File: src/rtl/lcd_ctrl.sv
// rtl/lcd_ctrl.sv - Write-only character LCD controller with a command FIFO and a timed strobe sequencer
// Each queued byte is presented for SETUP, strobed for EN, held for SETUP and then followed by a settle wait.
module lcd_ctrl #(
  parameter int DEPTH        = 4,
  parameter int SETUP_CYC    = 4,
  parameter int EN_CYC       = 12,
  parameter int CMD_WAIT_CYC = 2000,
  parameter int CLR_WAIT_CYC = 82000
) (
  input  logic       i_clk,
  input  logic       i_rst_n,
  input  logic       i_valid,
  input  logic       i_rs,
  input  logic [7:0] i_data,
  output logic       o_ready,
  output logic       o_busy,
  output logic [7:0] o_lcd_data,
  output logic       o_lcd_rs,
  output logic       o_lcd_rw,
  output logic       o_lcd_en,
  output logic       o_lcd_on
);

  localparam int AW    = $clog2(DEPTH);
  localparam int MAX_W = (CLR_WAIT_CYC > CMD_WAIT_CYC) ? CLR_WAIT_CYC : CMD_WAIT_CYC;
  localparam int MAX_P = (EN_CYC > SETUP_CYC) ? EN_CYC : SETUP_CYC;
  localparam int MAXC  = (MAX_W > MAX_P) ? MAX_W : MAX_P;
  localparam int CW    = $clog2(MAXC + 1);

  typedef enum logic [2:0] {
    S_IDLE,
    S_SETUP,
    S_PULSE,
    S_HOLD,
    S_WAIT
  } state_t;

  logic [8:0]    mem_q [DEPTH];
  logic [AW-1:0] wr_ptr_q, rd_ptr_q;
  logic [AW:0]   count_q;
  state_t        state_q, state_d;
  logic [CW-1:0] cnt_q, cnt_d;
  logic [7:0]    data_q;
  logic          rs_q, en_q, on_q;
  logic          push, pop, full, clr_cmd;
  logic [CW-1:0] wait_last;

  assign full      = (count_q == (AW + 1)'(DEPTH));
  assign o_ready   = ~full & i_rst_n;
  assign push      = i_valid & o_ready;
  // Clear display / return home need the long settle time.
  assign clr_cmd   = ~rs_q & (data_q >= 8'h01) & (data_q <= 8'h03);
  assign wait_last = clr_cmd ? CW'(CLR_WAIT_CYC - 1) : CW'(CMD_WAIT_CYC - 1);

  assign o_busy     = (state_q != S_IDLE) | (count_q != '0);
  assign o_lcd_data = data_q;
  assign o_lcd_rs   = rs_q;
  assign o_lcd_rw   = 1'b0;
  assign o_lcd_en   = en_q;
  assign o_lcd_on   = on_q;

  always_comb begin
    state_d = state_q;
    cnt_d   = cnt_q;
    pop     = 1'b0;
    case (state_q)
      S_IDLE: begin
        if (count_q != '0) begin
          pop     = 1'b1;
          state_d = S_SETUP;
          cnt_d   = '0;
        end
      end
      S_SETUP: begin
        if (cnt_q == CW'(SETUP_CYC - 1)) begin
          state_d = S_PULSE;
          cnt_d   = '0;
        end else begin
          cnt_d = cnt_q + CW'(1);
        end
      end
      S_PULSE: begin
        if (cnt_q == CW'(EN_CYC - 1)) begin
          state_d = S_HOLD;
          cnt_d   = '0;
        end else begin
          cnt_d = cnt_q + CW'(1);
        end
      end
      S_HOLD: begin
        if (cnt_q == CW'(SETUP_CYC - 1)) begin
          state_d = S_WAIT;
          cnt_d   = '0;
        end else begin
          cnt_d = cnt_q + CW'(1);
        end
      end
      S_WAIT: begin
        if (cnt_q == wait_last) begin
          state_d = S_IDLE;
          cnt_d   = '0;
        end else begin
          cnt_d = cnt_q + CW'(1);
        end
      end
      default: begin
        state_d = S_IDLE;
        cnt_d   = '0;
      end
    endcase
  end

  always_ff @(posedge i_clk) begin
    if (push) begin
      mem_q[wr_ptr_q] <= {i_rs, i_data};
    end
  end

  // en is derived from the next state so the strobe comes straight off a flop.
  always_ff @(posedge i_clk) begin
    if (!i_rst_n) begin
      state_q  <= S_IDLE;
      cnt_q    <= '0;
      wr_ptr_q <= '0;
      rd_ptr_q <= '0;
      count_q  <= '0;
      data_q   <= 8'h00;
      rs_q     <= 1'b0;
      en_q     <= 1'b0;
      on_q     <= 1'b0;
    end else begin
      state_q <= state_d;
      cnt_q   <= cnt_d;
      en_q    <= (state_d == S_PULSE);
      on_q    <= 1'b1;
      if (push) begin
        wr_ptr_q <= wr_ptr_q + AW'(1);
      end
      if (pop) begin
        rs_q     <= mem_q[rd_ptr_q][8];
        data_q   <= mem_q[rd_ptr_q][7:0];
        rd_ptr_q <= rd_ptr_q + AW'(1);
      end
      count_q <= count_q + {{AW{1'b0}}, push} - {{AW{1'b0}}, pop};
    end
  end

endmodule

File: config.mk
export PLATFORM = sky130hd
export DESIGN_NAME = lcd_ctrl
export DESIGN_NICKNAME = d
export VERILOG_FILES = /design/src/rtl/lcd_ctrl.sv
export SDC_FILE = /design/constraint.sdc
export NUM_CORES = 1
export LEC_CHECK = 0
export CAP_MARGIN = 20
export CORE_ASPECT_RATIO = 1.1
export CORE_MARGIN = 2
export CORE_UTILIZATION = 44
export DETAILED_ROUTE_END_ITERATION = 10
export GPL_TIMING_DRIVEN = 0
export HOLD_SLACK_MARGIN = 0.02
export PLACE_DENSITY = 0.68
export SYNTH_ARGS = -nofsm -noshare
export SYNTH_HDL_FRONTEND = slang
export SYNTH_SLANG_ARGS = --single-unit
File: constraint.sdc
create_clock -name i_clk -period 4.3 [get_ports i_clk]
set_input_delay 0.86 -clock i_clk [delete_from_list [all_inputs] [get_ports i_clk]]
set_output_delay 0.86 -clock i_clk [all_outputs]
set_load 0.02 [all_outputs]
[Word-level counts from Yosys, hierarchy flattened]
Memory sizes are Yosys's and may differ from the RTL's. A register that Yosys moved wholly into a read port is not among the register bits.
Cells that the tools add are included.
Cells by class
  $add $sub $neg: 5
  multipliers: 0
  divide/modulo/power cells: 0
  $lt $le $gt $ge: 2
  equality and inequality tests: 10
  shift operators: 0
  muxes and demuxes: 17
  bitwise operators: 7
  reduce and logical (&&, ||, !) cells: 5
Operators by type and width (number)
  $mux 17: 5
  $pmux 17 s4: 1
  $add 17x1->17 const B: 1
  $eq 17x17->1: 1
  $eq 17x2->1 const B: 1
  $eq 17x4->1 const B: 1
  $mux 3: 5
  $pmux 3 s5: 1
  $eq 3x2->1 const B: 3
  $ge 8x1->1 const B: 1
  $le 8x2->1 const B: 1
  $eq 3x3->1 const B: 2
  $reduce_bool 3->1: 2
  $mux 1: 5
  $add 2x1->2 const B: 2
  $and 1x1->1: 4
  $add 3x1->3: 1
  $eq 3x1->1 const B: 1
  $logic_not 3->1: 1
  $sub 3x1->3: 1
  $ne 2x2->1 const B: 1
  $not 1->1: 2
  $reduce_or 2->1: 1
  $logic_not 1->1: 1
  $or 1x1->1: 1
Storage, ports and cells
  register bits after elaboration: 29
  bits in latches: 0
  RAM bits: 36
  bits in read-only memories: 0
  input bits: 12
  output and inout bits: 14
  word-level logic and storage cells: 54
  memories: 1
Memories
  mem_q: words 4, bits a word 9, rd ports 1, clocked after memory_dff 1, write ports 1, line 38  | logic [8:0] mem_q [DEPTH];

[Longest topological paths before layout]
  depth in word-level cells: 8
  mapped depth: 13
  depth with buffers taken out: 12

[Worst setup path after synthesis]
Ideal clock, no wire load.
  path type: input -> register
  start point: input i_rst_n
  end point: register count_q[2]
  library setup time: 128 ps
  arrival time: 3030 ps
  required time: 4172 ps
  setup slack: 1142 ps
  stages on the path: 12
  buffers on the path: 0
  path through: clkinv_1 -> a21oi_1 -> and2_1 -> inv_1 -> ha_1 -> inv_1 -> ha_1 -> inv_1 -> fa_1 -> xor2_1 -> xnor2_1 -> nor2_1
On the way
  word-level cells in the longest chain between the ends: 4
RTL lines
  start, declared: line 11  | input logic i_rst_n,
  $and 1x1->1: line 49  | assign o_ready = ~full & i_rst_n;
  net o_ready: line 15  | output logic o_ready,
  $and 1x1->1: line 50  | assign push = i_valid & o_ready;
  $add 3x1->3: line 144  | count_q <= count_q + {{AW{1'b0}}, push} - {{AW{1'b0}}, pop};
  $sub 3x1->3: line 144
  end signal, assigned: line 144
  end, declared: line 40  | logic [AW:0] count_q;
The timed path passes the listed nets, and every way through them passes these cells.
A chain may end at the register's enable or synchronous reset.

[Final worst setup path]
  start point: input i_rst_n
  end point: output o_ready
On the way
  word-level cells in the longest chain between the ends: 1
RTL lines (line)
  $and 1x1->1: 49
  end, declared: 15
Every way passes these cells.

==> impl_metrics.json <==
{
  "wl_per_cell_um": 15.2,
  "synth_cell_types": 55,
  "ff2ff_path_depth": 13,
  "post-cts-setup-buffers": 0,
  "holdBufCountCts": 0,
  "ys_seq_area_share_pct": 56.3,
  "required_ps": 3440,
  "syn_area_sq_um": 3270,
  "syn_avg_cell_area_sq_um": 11.7,
  "report.final.slew_viol_count": 0,
  "cp-end-kind": "output port",
  "netlist_instances": 280,
  "antenna_left": 0,
  "row_count": 32,
  "htree_levels": 3,
  "diodes": 0,
  "finClkSkew_ps": 8.63,
  "hold_slack_ps": 480,
  "fin_util_pct": 53.6,
  "ctsResizeCount": 0,
  "fmax_mhz": 262,
  "post-dp-hpwl_mm": 4.30,
  "critPathLaunchType": "input pin",
  "synth_seq_cells": 74,
  "critPathLaunch": "i_rst_n",
  "fp.dieArea_sq_um": 8140,
  "rrSetupSlack_ps": 1610,
  "antenna_found_initial": 0,
  "hold_depth": 2,
  "wirelength_mm": 6.15,
  "syn_nets": 300,
  "nNetsFinal": 335,
  "grt_max_degree": 15,
  "dp_cells": 389,
  "drc": 0,
  "cp.arrival_ps": 2960,
  "grt_usage_pct": 16.4,
  "start_util_pct": 45.9,
  "most-common-layout-cells": "dfxtp_1 (38), nand2_1 (36), edfxtp_1 (36), clkdlybuf4s50_1 (24), a21oi_1 (17)",
  "rsz0062_at_grt": "no",
  "numCtsBuffers": 9,
  "ys_warn_count": 0,
  "cts_tree": "yes",
  "max-cap-violations": 0,
  "via_per_inst": 5.35,
  "status": "completed",
  "path_class": "input pin to output port",
  "power.leakage_nw": 1.29,
  "crit_path_end": "o_ready",
  "setup_viol": 0,
  "synthFlopType": "dfxtp_1",
  "cts.sinks": 74,
  "vdd_ir_drop_max_mv": 0.275,
  "finalPower_mw": 2.10,
  "fillers": 635,
  "yosys-top-cells-area": "edfxtp_1 (33%), dfxtp_1 (23%), mux4_2 (6.2%)",
  "clk_pin_slew_ps": 80,
  "stdcell_count": 405,
  "finalCriticalPeriod_ps": 3820,
  "vias": 2167,
  "reg2reg_from": "state_q[1]",
  "grt_overflow": 0,
  "hold_class": "flip-flop to flip-flop",
  "powerDensity_nw_per_um2": 550,
  "drtPass1Iterations": 4,
  "worstMarginPinSlew_ps": 634,
  "io_buffer_count": 24,
  "synth_top_cell_area_share_pct": 33.0,
  "place_congestion": 0.807,
  "first_global_vias": 2083,
  "root_buffer": "clkbuf_8",
  "grt_pass1_wl_mm": 10.1,
  "critical_path.max_fanout": 8,
  "fin_crit_sh_pct": 88.9,
  "drive_gt1_share_pct": 13.1,
  "coreArea_sq_um": 7130,
  "timing.setup.tns_ps": 0,
  "yosysTopAreaCell": "edfxtp_1",
  "synthArstFlopShare_pct": 0,
  "drt_iter0_drc": 77,
  "syn2layout_area_growth_pct": 16.7,
  "die-height_um": 94.4,
  "r2r_end": "count_q[2]",
  "synth_edf_count": 36,
  "clockBufferDepth": 2,
  "slew-limit-headroom_pct": 57.7,
  "final_common_cell": "dfxtp_1",
  "clkLatencyLatePin_ps": 350,
  "hold_viol": 0,
  "ios": 26,
  "fp.dieW_um": 86.2
}
per-layer routing:
layer  GRT usage (%)  routed length, um
met5               0                  0
met4            8.59                144
met3            3.23                193
met2            28.5               3140
met1            19.2               2670
layout make-up:
class | instances | area, sq um | share of cell area [%]
multi-input cells | 183 | 1340 | 35.0
clock buffers | 9 | 124 | 3.24
clock inverters | 7 | 76.3 | 2.00
well taps | 85 | 106 | 2.79
plain buffers | 13 | 57.6 | 1.51
flip-flops and latches | 74 | 1840 | 48.2
repair buffers | 24 | 240 | 6.29
inverters | 10 | 37.5 | 0.983
worst min path at each step:
stage | from | to | slack (ps)
2_1_floorplan | cnt_q[1] | cnt_q[1] | 460
3_3_place_gp | o_lcd_data[2] | o_lcd_data[2] | 470
3_5_place_dp | o_lcd_data[2] | o_lcd_data[2] | 470
4_1_cts | o_lcd_data[2] | o_lcd_data[2] | 480
5_1_grt | o_lcd_data[0] | o_lcd_data[0] | 510
6_report | o_lcd_data[2] | o_lcd_data[2] | 480
flip-flops by register name (all words and copies together) (netlist names), 2 cells and up:
| register | cells |
|---|---|
| state_q | 3 |
| count_q | 3 |
| cnt_q | 17 |
| rd_ptr_q | 2 |
| o_lcd_data | 8 |
| wr_ptr_q | 2 |
| mem_q | 36 |
worst max-delay path, cell delays in order:
cell and delay (ps):
clkdlybuf4s50_1 690, clkinv_1 340, a21oi_1 370, clkdlybuf4s50_1 690
synthesized netlist by cell type, types with 2 or more instances:
library cell / number
a2111oi_0: 2
a21oi_1: 17
a41oi_1: 2
and2_1: 3
and3_1: 8
buf_1: 2
buf_2: 4
clkbuf_1: 6
clkinv_1: 2
dfxtp_1: 38
edfxtp_1: 36
ha_1: 7
inv_1: 8
mux4_2: 9
nand2_1: 36
nand3_1: 4
nor2_1: 16
nor3_1: 8
nor3b_1: 2
nor4_1: 3
nor4_2: 3
o21a_1: 3
o21ai_0: 6
o21ai_1: 9
o31ai_1: 2
or3_1: 2
xnor2_1: 9
xor2_1: 6
cell families after synthesis:
| logic type | Yosys count | synth area share, % |
|---|---|---|
| AO/OA/AOI/OAI | 47 | 9.29 |
| other | 1 | 0.115 |
| multiplexers | 11 | 7.19 |
| buffers and inverters | 23 | 2.91 |
| flip-flops | 74 | 56.3 |
| XOR/XNOR | 15 | 4.02 |
| adder cells (fa/ha/maj) | 8 | 3.29 |
| AND/OR/NAND/NOR | 101 | 16.9 |
where the power goes:
part / switching [mW] / internal, mW / total (mW)
sequential: 0.0599 / 0.824 / 0.884
combinational: 0.377 / 0.286 / 0.663
clock: 0.279 / 0.272 / 0.551
total: 0.717 / 1.38 / 2.10
through the flow:
step           setup slack [ps]  cell area (sq um)
3_3_place_gp                275               3620
4_1_cts                     425               3820
2_1_floorplan              1140               3270
5_1_grt                     267               3820
3_5_place_dp                291               3620
6_report                    478               3820
Note: power is estimated with default switching activity, not from simulation.
